## config.mk

```make
export PLATFORM = sky130hd
export DESIGN_NAME = mem_req_ctrl_flat
export DESIGN_NICKNAME = d
export VERILOG_FILES = /design/src/rtl/mem_req_ctrl_if.sv /design/src/rtl/mem_req_ctrl.sv /design/src/flat_wrapper.sv
export SDC_FILE = /design/constraint.sdc
export NUM_CORES = 1
export LEC_CHECK = 0
export CORE_MARGIN = 2
export CORE_UTILIZATION = 60
export DETAILED_ROUTE_END_ITERATION = 16
export PLACE_DENSITY_LB_ADDON = 0.15
export SYNTH_ARGS = -nofsm -noshare
export SYNTH_HDL_FRONTEND = slang
export SYNTH_SLANG_ARGS = --single-unit
```

## constraint.sdc

```tcl
create_clock -name clk -period 5 [get_ports clk]
set_clock_uncertainty 0.15 [all_clocks]
set_input_delay 1 -clock clk [delete_from_list [all_inputs] [get_ports clk]]
set_output_delay 1 -clock clk [all_outputs]
set_load 0.1 [all_outputs]
```

## src/rtl/mem_req_ctrl_if.sv

```systemverilog
// Request/response and memory-bus bundle for mem_req_ctrl.
//   Cache side : req_valid, req_we, req_addr, req_wdata -> req_ready
//                rsp_valid, rsp_rdata (read responses), wb_empty (buffer status)
//   Memory side: addr, wdata, memread, memwrite -> rdata, mem_done
// modport slave is the controller; modport master is the environment (cache + memory).
interface mem_req_ctrl_if;
    logic        req_valid;
    logic        req_we;
    logic [4:0]  req_addr;
    logic [15:0] req_wdata;
    logic        req_ready;
    logic        rsp_valid;
    logic [15:0] rsp_rdata;
    logic        wb_empty;
    logic [4:0]  addr;
    logic [15:0] wdata;
    logic        memread;
    logic        memwrite;
    logic [15:0] rdata;
    logic        mem_done;

    modport master (
        output req_valid, req_we, req_addr, req_wdata, rdata, mem_done,
        input  req_ready, rsp_valid, rsp_rdata, wb_empty, addr, wdata, memread, memwrite
    );

    modport slave (
        input  req_valid, req_we, req_addr, req_wdata, rdata, mem_done,
        output req_ready, rsp_valid, rsp_rdata, wb_empty, addr, wdata, memread, memwrite
    );
endinterface

```

## src/rtl/mem_req_ctrl.sv

```systemverilog
// Memory request controller with a FIFO write buffer.
// Writes are posted into a WB_DEPTH-entry buffer and drained to memory in order;
// reads are served from the buffer on a hit (youngest entry wins) or from memory
// on a miss.
// Ports:
//   clk - clock, rising edge
//   rst - synchronous active-high reset
//   bus - mem_req_ctrl_if.slave: cache request/response and memory bus
module mem_req_ctrl #(
    parameter int unsigned WB_DEPTH = 4
) (
    input logic           clk,
    input logic           rst,
    mem_req_ctrl_if.slave bus
);

    localparam int unsigned PtrW = (WB_DEPTH > 1) ? $clog2(WB_DEPTH) : 1;
    localparam int unsigned CntW = PtrW + 1;
    localparam logic [CntW-1:0] DepthCnt = CntW'(WB_DEPTH);

    typedef enum logic [1:0] {StIdle, StRdWait, StWrIssue} state_e;

    state_e          state_q, state_d;
    logic [PtrW-1:0] head_q, head_d, tail_q, tail_d;
    logic [CntW-1:0] count_q, count_d;
    logic [4:0]      wb_addr_q [WB_DEPTH];
    logic [15:0]     wb_data_q [WB_DEPTH];

    logic [4:0]      addr_q, addr_d;
    logic [15:0]     wdata_q, wdata_d;
    logic            memread_q, memread_d;
    logic            memwrite_q, memwrite_d;
    logic            rsp_valid_q, rsp_valid_d;
    logic [15:0]     rsp_rdata_q, rsp_rdata_d;

    logic            full, req_ready, rd_acc, wr_acc, push, pop, hit;
    logic [15:0]     hit_data;
    logic [PtrW-1:0] idx;

    // A full buffer blocks reads as well as writes so the drain can win.
    assign full      = (count_q == DepthCnt);
    assign req_ready = !rst && (state_q == StIdle) && !full;
    assign rd_acc    = bus.req_valid && req_ready && !bus.req_we;
    assign wr_acc    = bus.req_valid && req_ready && bus.req_we;

    // Scan oldest to youngest so the last match seen is the youngest.
    always_comb begin
        hit      = 1'b0;
        hit_data = '0;
        idx      = head_q;
        for (int unsigned i = 0; i < WB_DEPTH; i++) begin
            idx = head_q + PtrW'(i);
            if ((CntW'(i) < count_q) && (wb_addr_q[idx] == bus.req_addr)) begin
                hit      = 1'b1;
                hit_data = wb_data_q[idx];
            end
        end
    end

    always_comb begin
        state_d     = state_q;
        addr_d      = addr_q;
        wdata_d     = wdata_q;
        memread_d   = memread_q;
        memwrite_d  = memwrite_q;
        rsp_valid_d = 1'b0;
        rsp_rdata_d = rsp_rdata_q;
        push        = 1'b0;
        pop         = 1'b0;

        unique case (state_q)
            StIdle: begin
                push = wr_acc;
                if (rd_acc) begin
                    if (hit) begin
                        rsp_valid_d = 1'b1;
                        rsp_rdata_d = hit_data;
                    end else begin
                        state_d   = StRdWait;
                        addr_d    = bus.req_addr;
                        memread_d = 1'b1;
                    end
                end else if (!wr_acc && (count_q != '0)) begin
                    // Drain only on an edge with no accepted request, so a write
                    // burst can fill the buffer before memory is touched.
                    state_d    = StWrIssue;
                    memwrite_d = 1'b1;
                    addr_d     = wb_addr_q[head_q];
                    wdata_d    = wb_data_q[head_q];
                end
            end
            StRdWait: begin
                if (bus.mem_done) begin
                    state_d     = StIdle;
                    memread_d   = 1'b0;
                    rsp_valid_d = 1'b1;
                    rsp_rdata_d = bus.rdata;
                end
            end
            StWrIssue: begin
                if (bus.mem_done) begin
                    state_d    = StIdle;
                    memwrite_d = 1'b0;
                    pop        = 1'b1;
                end
            end
            default: state_d = StIdle;
        endcase
    end

    always_comb begin
        head_d = pop  ? head_q + 1'b1 : head_q;
        tail_d = push ? tail_q + 1'b1 : tail_q;
        unique case ({push, pop})
            2'b10:   count_d = count_q + 1'b1;
            2'b01:   count_d = count_q - 1'b1;
            default: count_d = count_q;
        endcase
    end

    always_ff @(posedge clk) begin
        if (rst) begin
            state_q     <= StIdle;
            head_q      <= '0;
            tail_q      <= '0;
            count_q     <= '0;
            addr_q      <= '0;
            wdata_q     <= '0;
            memread_q   <= 1'b0;
            memwrite_q  <= 1'b0;
            rsp_valid_q <= 1'b0;
            rsp_rdata_q <= '0;
        end else begin
            state_q     <= state_d;
            head_q      <= head_d;
            tail_q      <= tail_d;
            count_q     <= count_d;
            addr_q      <= addr_d;
            wdata_q     <= wdata_d;
            memread_q   <= memread_d;
            memwrite_q  <= memwrite_d;
            rsp_valid_q <= rsp_valid_d;
            rsp_rdata_q <= rsp_rdata_d;
        end
    end

    // Entry storage needs no reset: validity comes from head/count.
    always_ff @(posedge clk) begin
        if (push) begin
            wb_addr_q[tail_q] <= bus.req_addr;
            wb_data_q[tail_q] <= bus.req_wdata;
        end
    end

    assign bus.req_ready = req_ready;
    assign bus.wb_empty  = (count_q == '0);
    assign bus.addr      = addr_q;
    assign bus.wdata     = wdata_q;
    assign bus.memread   = memread_q;
    assign bus.memwrite  = memwrite_q;
    assign bus.rsp_valid = rsp_valid_q;
    assign bus.rsp_rdata = rsp_rdata_q;

endmodule

```

## src/flat_wrapper.sv

```systemverilog
// flat-port wrapper written by rule: the top's interface ports become plain ports
module mem_req_ctrl_flat 
#(
    parameter int unsigned WB_DEPTH = 4
)
  (clk, rst, bus_req_valid, bus_req_we, bus_req_addr, bus_req_wdata, bus_rdata, bus_mem_done, bus_req_ready, bus_rsp_valid, bus_rsp_rdata, bus_wb_empty, bus_addr, bus_wdata, bus_memread, bus_memwrite);
  mem_req_ctrl_if bus_i ();
  input logic clk;
  input logic rst;
  input wire logic [$bits(bus_i.req_valid)-1:0] bus_req_valid;
  input wire logic [$bits(bus_i.req_we)-1:0] bus_req_we;
  input wire logic [$bits(bus_i.req_addr)-1:0] bus_req_addr;
  input wire logic [$bits(bus_i.req_wdata)-1:0] bus_req_wdata;
  input wire logic [$bits(bus_i.rdata)-1:0] bus_rdata;
  input wire logic [$bits(bus_i.mem_done)-1:0] bus_mem_done;
  output wire logic [$bits(bus_i.req_ready)-1:0] bus_req_ready;
  output wire logic [$bits(bus_i.rsp_valid)-1:0] bus_rsp_valid;
  output wire logic [$bits(bus_i.rsp_rdata)-1:0] bus_rsp_rdata;
  output wire logic [$bits(bus_i.wb_empty)-1:0] bus_wb_empty;
  output wire logic [$bits(bus_i.addr)-1:0] bus_addr;
  output wire logic [$bits(bus_i.wdata)-1:0] bus_wdata;
  output wire logic [$bits(bus_i.memread)-1:0] bus_memread;
  output wire logic [$bits(bus_i.memwrite)-1:0] bus_memwrite;
  assign bus_i.req_valid = bus_req_valid;
  assign bus_i.req_we = bus_req_we;
  assign bus_i.req_addr = bus_req_addr;
  assign bus_i.req_wdata = bus_req_wdata;
  assign bus_i.rdata = bus_rdata;
  assign bus_i.mem_done = bus_mem_done;
  assign bus_req_ready = bus_i.req_ready;
  assign bus_rsp_valid = bus_i.rsp_valid;
  assign bus_rsp_rdata = bus_i.rsp_rdata;
  assign bus_wb_empty = bus_i.wb_empty;
  assign bus_addr = bus_i.addr;
  assign bus_wdata = bus_i.wdata;
  assign bus_memread = bus_i.memread;
  assign bus_memwrite = bus_i.memwrite;
  mem_req_ctrl #(.WB_DEPTH(WB_DEPTH)) u_core (.clk(clk), .rst(rst), .bus(bus_i));
endmodule
```

# Word-level counts from Yosys, hierarchy flattened
# Memories as Yosys holds them, arrays and structs flattened. A register that Yosys moved wholly into a read port is not among the register bits.
# Cells that the tools add are included.
[totals]
out_inout_bits = 42
in_bits = 42
ff_bits = 49
n_memories = 2
elab_cells = 111
ramBits = 84
[op_classes]
reduce_logical = 28
bitwise = 1
n_eq_ne = 20
n_mux = 40
n_addsub = 6
n_lt_le_gt_ge = 4
[mem_list]
columns = ["memory", "depth", "width", "rd", "rd_clocked_by_memory_dff", "wr", "line", "source"]
rows = [
  ["u_core.wb_data_q", 4, 16, 4, 1, 1, "mem_req_ctrl.sv:27", "logic [15:0] wb_data_q [WB_DEPTH];"],
  ["u_core.wb_addr_q", 4, 5, 4, 1, 1, "mem_req_ctrl.sv:26", "logic [4:0] wb_addr_q [WB_DEPTH];"],
]
[ops]
columns = ["operator", "n"]
rows = [
  ["2-to-1 mux 16 bit", 7],
  ["case mux 16 bit (2 select lines)", 1],
  ["== test 5 bit", 4],
  ["2-to-1 mux 1 bit", 16],
  ["2-to-1 mux 2 bit", 8],
  ["2-to-1 mux 5 bit", 3],
  ["!= test 2 bit (second input constant)", 6],
  ["AND reduction 4 bit", 3],
  ["logical AND 1 bit", 10],
  ["AND reduction 3 bit", 3],
  ["nonzero test 2 bit", 4],
  ["less-than comparator 1 x 3 -> 1 bit (first input constant)", 2],
  ["less-than comparator 2 x 3 -> 1 bit (first input constant)", 2],
  ["!= test 2 x 1 -> 1 bit (second input constant)", 3],
  ["case mux 1 bit (2 select lines)", 3],
  ["case mux 3 bit (2 select lines)", 1],
  ["adder 2 x 1 -> 2 bit (second input constant)", 2],
  ["adder 2 bit (second input constant)", 2],
  ["== test 2 x 1 -> 1 bit (second input constant)", 2],
  ["== test 2 bit (second input constant)", 2],
  ["logical NOT 1 bit", 4],
  ["case mux 2 bit (2 select lines)", 1],
  ["adder 3 x 1 -> 3 bit (second input constant)", 1],
  ["== test 3 bit (second input constant)", 1],
  ["8 further kinds", 8],
]

# Longest topological paths before layout
[logic_depth]
depth_word = 10
ltp_mapped = 11
depth_no_buf = 10

# Worst setup path before layout
# OpenSTA, ideal clock, no wires.
[synth_path]
path_kind = "input port to flip-flop"
from = "input port rst"
to = "register u_core.addr_q[0] (netlist: u_core.bus.addr[0])"
required_ps = 4759
stages = 7
arrival_time_ps = 3198
slack_ps = 1561
setup_ps = 91
cell_sequence = "clkbuf_1 -> nor2b_1 -> and2_1 -> nand3_1 -> o41ai_4 -> nor2_1 -> a311oi_1"
[synth_between]
elab_chain_len = 9
word_cells_on_any_way = 12
[synth_lines]
columns = ["item", "line", "source"]
rows = [
  ["start, declared", "flat_wrapper.sv:9", "input logic rst;"],
  ["logical NOT 1 bit *", "mem_req_ctrl.sv:42", "assign req_ready = !rst && (state_q == StIdle) && !full;"],
  ["logical AND 1 bit * (2 in series)", "mem_req_ctrl.sv:42", ""],
  ["named net bus_req_ready", "flat_wrapper.sv:16", "output wire logic [$bits(bus_i.req_ready)-1:0] bus_req_ready;"],
  ["logical AND 1 bit *", "mem_req_ctrl.sv:43, mem_req_ctrl.sv:44", ""],
  ["logical AND 1 bit", "mem_req_ctrl.sv:44", "assign wr_acc = bus.req_valid && req_ready && bus.req_we;"],
  ["logical NOT 1 bit", "mem_req_ctrl.sv:83", "end else if (!wr_acc && (count_q != '0)) begin"],
  ["logical AND 1 bit", "mem_req_ctrl.sv:83", ""],
  ["nonzero test 2 bit (no line)", "n/a", ""],
  ["AND reduction 3 bit (no line)", "n/a", ""],
  ["end signal, assigned", "mem_req_ctrl.sv:138", "addr_q <= addr_d;"],
  ["end, declared", "mem_req_ctrl.sv:29", "logic [4:0] addr_q, addr_d;"],
]
# The timed path passes the listed nets; every way through them passes the cells marked *.
# A chain may end at the register's enable or synchronous reset.

# Worst setup path after layout
[layout_path]
from = "register u_core.head_q[1]"
to = "register u_core.rsp_rdata_q[1] (netlist: u_core.bus.rsp_rdata[1])"
[layout_between]
elab_chain_len = 10
word_cells_on_any_way = 22
[layout_lines]
columns = ["item", "line", "source"]
rows = [
  ["start, declared", "mem_req_ctrl.sv:24", "logic [PtrW-1:0] head_q, head_d, tail_q, tail_d;"],
  ["start signal, assigned", "mem_req_ctrl.sv:124", "head_q <= '0;"],
  ["start signal, assigned", "mem_req_ctrl.sv:135", "head_q <= head_d;"],
  ["adder 2 x 1 -> 2 bit", "mem_req_ctrl.sv:52", "idx = head_q + PtrW'(i);"],
  ["memory (4 x 5 bit)", "n/a", ""],
  ["== test 5 bit", "mem_req_ctrl.sv:53", "if ((CntW'(i) < count_q) && (wb_addr_q[idx] == bus.req_addr)) begin"],
  ["logical AND 1 bit", "mem_req_ctrl.sv:53", ""],
  ["2-to-1 mux 16 bit (3 in series)", "mem_req_ctrl.sv:53", ""],
  ["2-to-1 mux 16 bit", "mem_req_ctrl.sv:75", "if (hit) begin"],
  ["2-to-1 mux 16 bit", "mem_req_ctrl.sv:74", "if (rd_acc) begin"],
  ["case mux 16 bit (2 select lines)", "mem_req_ctrl.sv:71", "unique case (state_q)"],
  ["end signal, assigned", "mem_req_ctrl.sv:143", "rsp_rdata_q <= rsp_rdata_d;"],
  ["end, declared", "mem_req_ctrl.sv:34", "logic [15:0] rsp_rdata_q, rsp_rdata_d;"],
]
# Several ways; a longest one is shown, not always the timed one. The select of a mux whose other input is x is not followed.

==> results <==
- Adding up every negative setup slack in the final design gives 0 ns.
- The post-synthesis share of cell area spent on xor and xnor gates is 2.70%.
- Counting I/O delays and the setup requirement, the final critical path takes 3.89 ns.
- The worst IR drop on VDD is 0.000273 V.
- TritonCTS built the clock tree.
- The weighted congestion reported at the end of routability-driven placement is 0.863.
- Summed over all cells, the static leakage comes to 2.97 nW.
- The fraction of power spent switching nets is 39.2%.
- Of the total power, combinational logic draws 36.4%.
- Buffers added to address setup during post-CTS repair amount to 0.
- The number of gates resized after CTS was 0.
- The wire length reported by the detailed router is 20,600 µm.
- The warning count from the yosys run is 0.
- The first-pass GRT wire length is 32,700 µm.
- The design draws 4.08 mW.
- The type of origin of the critical path is a flop.
- After clock tree synthesis, the clock-pin slew on the worst setup and hold paths is 0.06 ns.
- Averaged over all synthesized cells, the footprint is 11.3 µm².
- The number of global-route vias before repair is 5,708.
- The number of storage elements in the synthesis netlist is 135.
- The detail route stage leaves a number of antenna-violating nets equal to 0.
- The number of cells on the worst hold path is 2.
- The die covers 13,900 µm².
- Entering global routing, the biggest net connects 72 pins.
- The worst setup path is captured at a flop.
- The pre-CTS worst setup slack is 0.789 ns.
- In this run the power spent charging and discharging nets is 1.60 mW.
- The DRC violations left is 0.
- The detailed router finished its first iteration with 667 violations.
- The clock tree root driver cell is sky130_fd_sc_hd__clkbuf_16.
- The worst slew margin relative to its limit is 22.4%.
- The largest fanout on the critical path is 29.
- The total number of H-tree levels is 4.
- From synthesis to final layout, the design area changed by 18.4%.
- After Yosys synthesis, and, or, nand and nor cells account for 11.6% of the synthesized area.
- The detailed-placement wirelength estimate is 13,900 µm.
- The cell count after synthesis is 689.
- The count of unique library cells instantiated by Yosys is 56.
- The overall global routing resource usage is 31.0%.
- The final setup violation count is 0.
- The worst setup path category is flop to flop.
- The final-report hold violation count is 0.
- The number of nets at the end of the flow is 796.
- The die is 118 µm wide.
- The register-to-register setup slack is 1.11 ns.
- The compound-cell area share of the yosys netlist is 14.1%.
- The data required time at the worst endpoint is 5.21 ns.
- The transition time of the tightest slew-check pin is 1.16 ns.
- Cell internal power was estimated by the tool at 2.48 mW.
- In this run the count of I/O pins placed on the die edge is 84.
- The fraction of final layout cells with drive strength greater than 1 is 15.9%.
- The main flop type after synthesis is sky130_fd_sc_hd__edfxtp_1.
- Sequential cells were found to cover 45.5% of the synthesized design area.
- The number of enable-type register cells in the synthesized netlist is 84.
- The worst hold path belongs to the class flop to flop.
- The average wire per cell in the routed design is 22.2 µm.
- The via density per instance is 6.47.
- The final cell utilization of the core is 73.0%.
- The final setup slack of the worst path is 1.11 ns.
- For this configuration, the core starts out at a cell density of 61.6%.
- Counting flops with an async set or reset pin after synthesis yields a share of 0%.
- The number of nets produced by synthesis is 743.
- The worst register-to-register path has a depth of 7.
- Counting the buffers created by CTS gives 17.
- Timing would allow up to 0.257 GHz.
- The number of port buffers is 83.
- Summed over all layers, the global routing overflow is 0.
- The number of placement rows is 41.
- The flow ran to the end, and the final reports show no timing, DRC or antenna violations.
- The die is 118 µm tall.
- In this run the power density over the cells is 442 nW/µm².
- The netlist area before placement is 7780 µm².
- The total number of vias is 5,999.
- The clock group share of total power is 29.8%.
- The endpoint arrival time on the critical path is 4.10 ns.
- The number of buffers between clock root and the deepest sink is 2.
- The hold buffer count at cts is 0.
- The count of final max-slew check failures is 0.
- The portion of synthesized area spent on multiplexers is 19.9%.
- The repair_antennas step left the layout with diodes totalling 0.
- The tool flagged a number of max-cap violations equal to 0.
- Counting every sink on the clock net gives 135.
- The fraction of the cycle the final worst path needs is 77.8%.
- For the worst-skew pair, the clock arrives at the later sink with an insertion delay of 0.43 ns.
- Setup repair after global routing left no endpoint under its margin.
- The detailed-router iteration count before antenna repair is 6.
- By area, the combinational part of the netlist is dominated by multiplexers.
- In this run the standard cell core region covers 12,600 µm².
- The share of synthesized cell area in full adder, half adder and majority cells is 1.93%.
- The number of antenna violations at the first check in global routing is 0.
- The share of total power dissipated in sequential elements is 33.8%.
[worst max-delay path: stages (launching register included)]
cell	delay [ns]
sky130_fd_sc_hd__dfxtp_2	0.75
sky130_fd_sc_hd__mux4_2	0.61
sky130_fd_sc_hd__xnor2_1	0.23
sky130_fd_sc_hd__nand4_2	0.51
sky130_fd_sc_hd__nor2_2	0.44
sky130_fd_sc_hd__o311a_4	0.34
sky130_fd_sc_hd__or2_1	0.50
sky130_fd_sc_hd__o221a_1	0.28
[cell usage after synthesis (9+ instances only)]
cell,number,share of area (%)
sky130_fd_sc_hd__inv_1,12,0.58
sky130_fd_sc_hd__ha_1,12,1.9
sky130_fd_sc_hd__nor2_1,54,2.6
sky130_fd_sc_hd__mux4_2,47,14
sky130_fd_sc_hd__nand2_1,80,3.9
sky130_fd_sc_hd__o21ai_0,34,2.2
sky130_fd_sc_hd__mux2i_1,23,3.0
sky130_fd_sc_hd__xnor2_1,18,2.0
sky130_fd_sc_hd__o221a_1,15,2.2
sky130_fd_sc_hd__dfxtp_1,51,13
sky130_fd_sc_hd__buf_2,9,0.58
sky130_fd_sc_hd__a21oi_1,37,2.4
sky130_fd_sc_hd__o41ai_1,15,1.7
sky130_fd_sc_hd__clkbuf_1,42,2.0
sky130_fd_sc_hd__nor2b_1,19,1.5
sky130_fd_sc_hd__edfxtp_1,84,32
sky130_fd_sc_hd__a31oi_1,32,2.6
sky130_fd_sc_hd__mux2_2,16,2.3
sky130_fd_sc_hd__nor3_1,18,1.2
[power groups by stage]
stage          combinational [mW]  clock (mW)  sequential [mW]
5_1_grt                      1.57        1.28             1.39
4_1_cts                      1.48        1.23             1.38
2_1_floorplan               0.721           0             1.80
3_3_place_gp                 1.44           0             1.39
3_5_place_dp                 1.46           0             1.40
6_report                     1.48        1.21             1.38
[state kept, by name (all words and copies together), names as in the netlist, named ones only]
register / flops
u_core.tail_q: 2
u_core.head_q: 2
u_core.bus.rsp_rdata: 16
u_core.wb_data_q: 64
u_core.bus.addr: 5
u_core.state_q: 2
u_core.bus.memwrite: 1
u_core.bus.memread: 1
u_core.count_q: 3
u_core.bus.wdata: 16
u_core.wb_addr_q: 20
u_core.bus.rsp_valid: 1
[metrics by stage]
stage / instance area [µm²] / hold slack [ns] / instances
detailed placement: 8640 / 0.296 / 895
finish: 9220 / 0.304 / 927
CTS: 9220 / 0.304 / 927
global placement: 8640 / 0.294 / 895
global route: 9220 / 0.327 / 927
floorplan: 7780 / 0.306 / 689
[layout make-up]
cell class / count / area, µm²
multi-input combinational: 480 / 3900
clock buffer: 17 / 425
clock inverter: 15 / 154
inverter: 12 / 45.0
tap: 172 / 215
sequential: 135 / 3550
fill: 901 / 3400
timing repair buffer: 96 / 926
[final timing paths]
kind	start	to
worst max-delay path	u_core.head_q[1]	u_core.bus.rsp_rdata[1]
worst min-delay path	u_core.bus.wdata[11]	u_core.bus.wdata[11]
worst max register to register	u_core.head_q[1]	u_core.bus.rsp_rdata[1]
worst min register to register	u_core.bus.wdata[11]	u_core.bus.wdata[11]
[cells in the final DEF (no fill, tap or decap), drive strengths merged, types with 17 or more instances in the layout]
cell type / n
nor2b: 19
dfxtp: 51
mux2i: 23
mux4: 50
a31oi: 32
nor3: 19
a21oi: 37
clkbuf: 17
nand2: 81
xnor2: 18
o21ai: 35
edfxtp: 84
clkdlybuf4s50: 82
nor2: 55
[logic make-up (layout without fill, tap and decap cells)]
kind of cell	count (synthesis)	count (layout)
AO/OA/AOI/OAI	156	156
XOR/XNOR	24	24
adder cells (fa/ha/maj)	12	12
buffers and inverters	74	140
flip-flops	135	135
multiplexers	89	89
AND/OR/NAND/NOR	199	199
[per-layer routing]
metal	part of all wire, %	GRT usage [%]	vias to the layer above
li1	-	-	2731
met1	44	46.3	2896
met2	44	45.5	337
met3	10	6.88	35
met4	1.8	9.71	0
met5	0	0	-
Power figures use the tool's default switching activity.
